`src/rtl/op_issuer_if.sv`:
```
// Operand-pair handshake and compute-pair launch bundle for op_issuer.
interface op_issuer_if;
    logic       in_valid;
    logic       in_ready;
    logic [7:0] in_a;
    logic [7:0] in_b;
    logic [7:0] A;
    logic [7:0] B;
    logic       start;
    logic       busy;
    logic [2:0] fifo_cnt;

    modport master (
        output in_valid, in_a, in_b,
        input  in_ready, A, B, start, busy, fifo_cnt
    );

    modport slave (
        input  in_valid, in_a, in_b,
        output in_ready, A, B, start, busy, fifo_cnt
    );
endinterface

```
`src/rtl/op_issuer.sv`:
```
// Queues operand pairs in a 4-deep FIFO and launches them as active-low start pulses.
// Optional OP_ISSUER_COUNT_EN adds an 8-bit wrapping issued_cnt output.
module op_issuer #(
    parameter int unsigned RUN_CYCLES = 4,
    parameter int unsigned GAP_CYCLES = 1
) (
    input  logic       clk,
    input  logic       reset,
    op_issuer_if.slave bus
`ifdef OP_ISSUER_COUNT_EN
    ,
    output logic [7:0] issued_cnt
`endif
);
    typedef enum logic [1:0] {IDLE, RUN, GAP} state_t;

    localparam logic [3:0] RUN_LAST = 4'(RUN_CYCLES - 1);
    localparam logic [3:0] GAP_LAST = 4'(GAP_CYCLES - 1);

    state_t      state, state_nxt;
    logic [3:0]  phase, phase_nxt;
    logic [15:0] mem [4];
    logic [1:0]  wr_ptr, rd_ptr;
    logic [2:0]  count;
    logic        push, load;

    // Ready comes from the registered count only, so a full FIFO never accepts
    // even in a cycle where the head is being popped.
    assign bus.in_ready = (count < 3'd4);
    assign bus.fifo_cnt = count;
    assign bus.start    = (state != RUN);
    assign bus.busy     = (state != IDLE);
    assign push         = bus.in_valid && bus.in_ready;

    always_comb begin
        state_nxt = state;
        phase_nxt = phase;
        load      = 1'b0;
        case (state)
            IDLE: begin
                if (count != 3'd0) begin
                    load      = 1'b1;
                    state_nxt = RUN;
                    phase_nxt = 4'd0;
                end
            end
            RUN: begin
                if (phase == RUN_LAST) begin
                    state_nxt = GAP;
                    phase_nxt = 4'd0;
                end else begin
                    phase_nxt = phase + 4'd1;
                end
            end
            GAP: begin
                if (phase == GAP_LAST) begin
                    phase_nxt = 4'd0;
                    if (count != 3'd0) begin
                        load      = 1'b1;
                        state_nxt = RUN;
                    end else begin
                        state_nxt = IDLE;
                    end
                end else begin
                    phase_nxt = phase + 4'd1;
                end
            end
            default: begin
                state_nxt = IDLE;
                phase_nxt = 4'd0;
            end
        endcase
    end

    always_ff @(posedge clk) begin
        if (reset) begin
            state <= IDLE;
            phase <= 4'd0;
        end else begin
            state <= state_nxt;
            phase <= phase_nxt;
        end
    end

    // Storage needs no reset: occupancy is tracked by count and the pointers.
    always_ff @(posedge clk) begin
        if (!reset && push)
            mem[wr_ptr] <= {bus.in_a, bus.in_b};
    end

    always_ff @(posedge clk) begin
        if (reset) begin
            wr_ptr <= 2'd0;
            rd_ptr <= 2'd0;
            count  <= 3'd0;
            bus.A  <= 8'd0;
            bus.B  <= 8'd0;
        end else begin
            if (push)
                wr_ptr <= wr_ptr + 2'd1;
            if (load) begin
                rd_ptr <= rd_ptr + 2'd1;
                bus.A  <= mem[rd_ptr][15:8];
                bus.B  <= mem[rd_ptr][7:0];
            end
            count <= count + 3'(push) - 3'(load);
        end
    end

`ifdef OP_ISSUER_COUNT_EN
    always_ff @(posedge clk) begin
        if (reset)
            issued_cnt <= 8'd0;
        else if (load)
            issued_cnt <= issued_cnt + 8'd1;
    end
`endif

endmodule

```
`src/flat_wrapper.sv`:
```
// flat-port wrapper written by rule: the top's interface ports become plain ports
module op_issuer_flat 
#(
    parameter int unsigned RUN_CYCLES = 4,
    parameter int unsigned GAP_CYCLES = 1
)
  (clk, reset, bus_in_valid, bus_in_a, bus_in_b, bus_in_ready, bus_A, bus_B, bus_start, bus_busy, bus_fifo_cnt);
  op_issuer_if bus_i ();
  input  logic clk;
  input  logic reset;
  input wire logic [$bits(bus_i.in_valid)-1:0] bus_in_valid;
  input wire logic [$bits(bus_i.in_a)-1:0] bus_in_a;
  input wire logic [$bits(bus_i.in_b)-1:0] bus_in_b;
  output wire logic [$bits(bus_i.in_ready)-1:0] bus_in_ready;
  output wire logic [$bits(bus_i.A)-1:0] bus_A;
  output wire logic [$bits(bus_i.B)-1:0] bus_B;
  output wire logic [$bits(bus_i.start)-1:0] bus_start;
  output wire logic [$bits(bus_i.busy)-1:0] bus_busy;
  output wire logic [$bits(bus_i.fifo_cnt)-1:0] bus_fifo_cnt;
  assign bus_i.in_valid = bus_in_valid;
  assign bus_i.in_a = bus_in_a;
  assign bus_i.in_b = bus_in_b;
  assign bus_in_ready = bus_i.in_ready;
  assign bus_A = bus_i.A;
  assign bus_B = bus_i.B;
  assign bus_start = bus_i.start;
  assign bus_busy = bus_i.busy;
  assign bus_fifo_cnt = bus_i.fifo_cnt;
  op_issuer #(.RUN_CYCLES(RUN_CYCLES), .GAP_CYCLES(GAP_CYCLES)) u_core (.clk(clk), .reset(reset), .bus(bus_i));
endmodule
```
`config.mk`:
```
export PLATFORM = sky130hd
export DESIGN_NAME = op_issuer_flat
export DESIGN_NICKNAME = d
export VERILOG_FILES = /design/src/rtl/op_issuer_if.sv /design/src/rtl/op_issuer.sv /design/src/flat_wrapper.sv
export SDC_FILE = /design/constraint.sdc
export NUM_CORES = 1
export LEC_CHECK = 0
export ABC_AREA = 1
export CAP_MARGIN = 20
export CORE_ASPECT_RATIO = 0.8
export CORE_MARGIN = 3
export CORE_UTILIZATION = 30
export CTS_CLUSTER_DIAMETER = 40
export DETAILED_ROUTE_END_ITERATION = 8
export SYNTH_ARGS = -nofsm -noshare
export SYNTH_HDL_FRONTEND = slang
export SYNTH_SLANG_ARGS = --single-unit
```
`constraint.sdc`:
```
create_clock -name clk -period 2.8 [get_ports clk]
set_input_delay 0.56 -clock clk [delete_from_list [all_inputs] [get_ports clk]]
set_output_delay 0.56 -clock clk [all_outputs]
set_load 0.1 [all_outputs]
```
==> run summary <==
RSZ-0062 raised after global routing - false
Slew Limit Fails - 0
Fin Setup TNS - 0 ns
Area growth, synth to finish - 22.6%
Critical-path cell list - inv_1 > ha_1 > nand3_2 > nand2_2 > nand2_4 > inv_1 > ha_1 > inv_1 > ha_1 > fa_1 > or2_2 > a21oi_1
Largest net degree at the start of global routing - 35
Post-DP HPWL - 4950 um
Root Driver - clkbuf_16
First-pass DRT Iterations - 4
Remaining Overflow, GRT - 0
Vias/cell - 4.37
Routability Congestion - 0.800
Final setup viols - 0
CTS Buf Count - 9
Clk slew on worst S/H paths - 0.06 ns
Final core occ - 0.382
#FFs+latches synth - 93
Tot GR Track Use - 0.118
Number of setup buffers added after CTS - 0
Post-Syn Nets - 405
I/O Buffers - 40
Hold buffers post-CTS - 0
WP buf/inv - 3
Top post-synthesis cells by area - edfxtp_1 (50%), dfxtp_1 (15%), nor2_1 (7.4%)
Crit path launch type - flip-flop
Worst EP arrival - 2.60 ns
Least-Margin Pin Slew - 0.573 ns
Num ports - 41
Syn Std Cell Area - 3850 sq um
Syn avg cell area - 10.3 sq um
Core Box Area - 12300 sq um
R2r setup slk - 0.47 ns
Final-stage net count - 451
Crit path capture type - flip-flop
Final period util - 0.833
CP Max Fanout - 4
Min Tclk post-route - 2.33 ns
1st-iter DRT viols - 228
Resized Gates After CTS - 0
Die X - 133 um
Initial antenna violation count - 0
Max-Cap Viols - 0
Initial Util - 0.312
Synth Warn # - 0
Via count - 2599
Post-Syn Instances - 373
Sequential-to-total area share from yosys stat - 0.650
Die Y - 107 um
Count of different cell masters after synthesis - 27
Fmax - 0.429 GHz
Max clock buf depth - 2
CP required - 3.07 ns
CP Class - reg2reg
Area leader, netlist - edfxtp_1
Worst vdd ir - 0.000518 V
Ant diodes - 0
Number of clock sinks - 93
Hold WC Path Type - reg2reg
Hold Vio Cnt, Final - 0
Clock skew - 0.00452 ns
Die area - 14200 sq um
Cell family with most CP delay - adder cells
Top-area cell type share of the netlist area - 0.499
Filler cell count - 1218
CP max stage delay - 0.38 ns
First-pass GRT wire length - 12900 um
PwrDens - 1220 nW/um^2
CTS tree - yes
Worst path slowest cell - fa_1
Wire per inst - 13.2 um
Remaining DRCs - 0
Leakage - 1.86 nW
Rows - 36
Routed Antenna Nets - 0
Vias in the first global route - 2537
Layout cell share with drive strength beyond 1 - 0.130
CTS H-Tree Depth - 3
Worst slew margin - 0.617
Clock Latency Late Sink - 0.34 ns
Post-Route WL - 7840 um
Status - finished, final reports clean
## power by group
group          total [mW]  switching, mW  internal (mW)
logic                2.64           2.01          0.633
clock network        1.33          0.531          0.796
registers            1.80          0.108           1.69
## metal layers
layer / share of wire / global-route usage / vias to the layer above / wire length, um
met5: 0 / 0 / - / 0
met4: 0.017 / 0.0386 / 0 / 131
met3: 0.045 / 0.0467 / 11 / 351
met2: 0.47 / 0.191 / 45 / 3700
met1: 0.47 / 0.144 / 1220 / 3660
li1: - / - / 1323 / -
## layout by cell type (no fill, tap or decap)
cell	instances
nand4_1	1
bufinv_16	2
nand2_2	1
o22ai_1	16
edfxtp_1	64
clkinvlp_4	2
clkdlybuf4s50_1	18
buf_4	30
nor3_1	1
inv_1	41
dfxtp_2	2
inv_2	1
ha_1	12
nand2_4	1
nor2_2	1
nand2_1	59
clkinv_2	1
nand3_2	1
nand3_1	4
inv_6	1
nor2_1	76
clkbuf_16	9
fa_1	1
xor2_1	1
o21ai_1	3
inv_8	2
dfxtp_1	27
or2_2	1
o21ai_0	33
o21a_1	1
a21oi_1	11
## path summary, 6_finish.rpt
path / cells past startpoint / endpoint / startpoint
worst max register to register: 12 / u_core.bus.fifo_cnt[2]$_SDFF_PP0_ / u_core.state[0]$_SDFFE_PP0P_
worst max-delay path: 12 / u_core.bus.fifo_cnt[2]$_SDFF_PP0_ / u_core.state[0]$_SDFFE_PP0P_
worst min register to register: 2 / u_core.phase[3]$_SDFFE_PP0P_ / u_core.phase[3]$_SDFFE_PP0P_
worst min-delay path: 2 / u_core.phase[3]$_SDFFE_PP0P_ / u_core.phase[3]$_SDFFE_PP0P_
## cells in the mapped netlist
library cell and instances:
nor2_1 76, o22ai_1 16, o21ai_0 33, nand3_1 4
ha_1 12, nand2_1 59, edfxtp_1 64, inv_2 1
nand2_4 1, buf_6 2, nand4_1 1, nand3_2 1
clkbuf_4 1, xor2_1 1, nor2_2 1, buf_4 2
o21ai_1 3, o21a_1 1, or2_2 1, a21oi_1 11
nand2_2 1, dfxtp_1 29, clkbuf_2 2, buf_2 6
nor3_1 1, inv_1 42, fa_1 1
## state kept, by name, indices dropped and copies added (netlist names)
register,cells
u_core.bus.fifo_cnt,3
u_core.mem,64
u_core.phase,4
u_core.bus.A,8
u_core.state,2
u_core.bus.B,8
u_core.wr_ptr,2
u_core.rd_ptr,2
## layout make-up
cell class                 count  area [sq um]  share of cell area
clock buffer                   9           225              0.0477
clock inverter                 7           104              0.0220
inverter                      43           165              0.0350
multi-input combinational    224          1100               0.233
sequential                    93          2500               0.531
tap                          171           214              0.0453
timing repair buffer          48           405              0.0859
## logic make-up after synthesis
logic type | after synthesis | share of synthesized area
and+or+nand+nor | 146 | 0.150
AOI/OAI and AO/OA | 64 | 0.0891
xor gates and xnor gates | 1 | 0.00228
adders and majority gates | 13 | 0.0442
buffers and inverters | 56 | 0.0640
DFF | 93 | 0.650
## tightest hold or removal path, stage by stage (launching register included)
cell	delay (ns)
dfxtp_1	0.35
nand2_1	0.08
a21oi_1	0.05
## stage by stage
step                power [mW]  cell area [sq um]  instances  setup WS [ns]  hold slack (ns)
global placement          4.46               4390        579          0.570            0.502
floorplan                 3.96               3850        373         0.0333            0.474
finish                    5.76               4720        595          0.467            0.521
detailed placement        4.49               4390        579          0.458            0.507
global route              6.12               4720        595          0.357            0.547
CTS                       5.82               4720        595          0.450            0.517
Note: power is estimated with default switching activity, not from simulation.
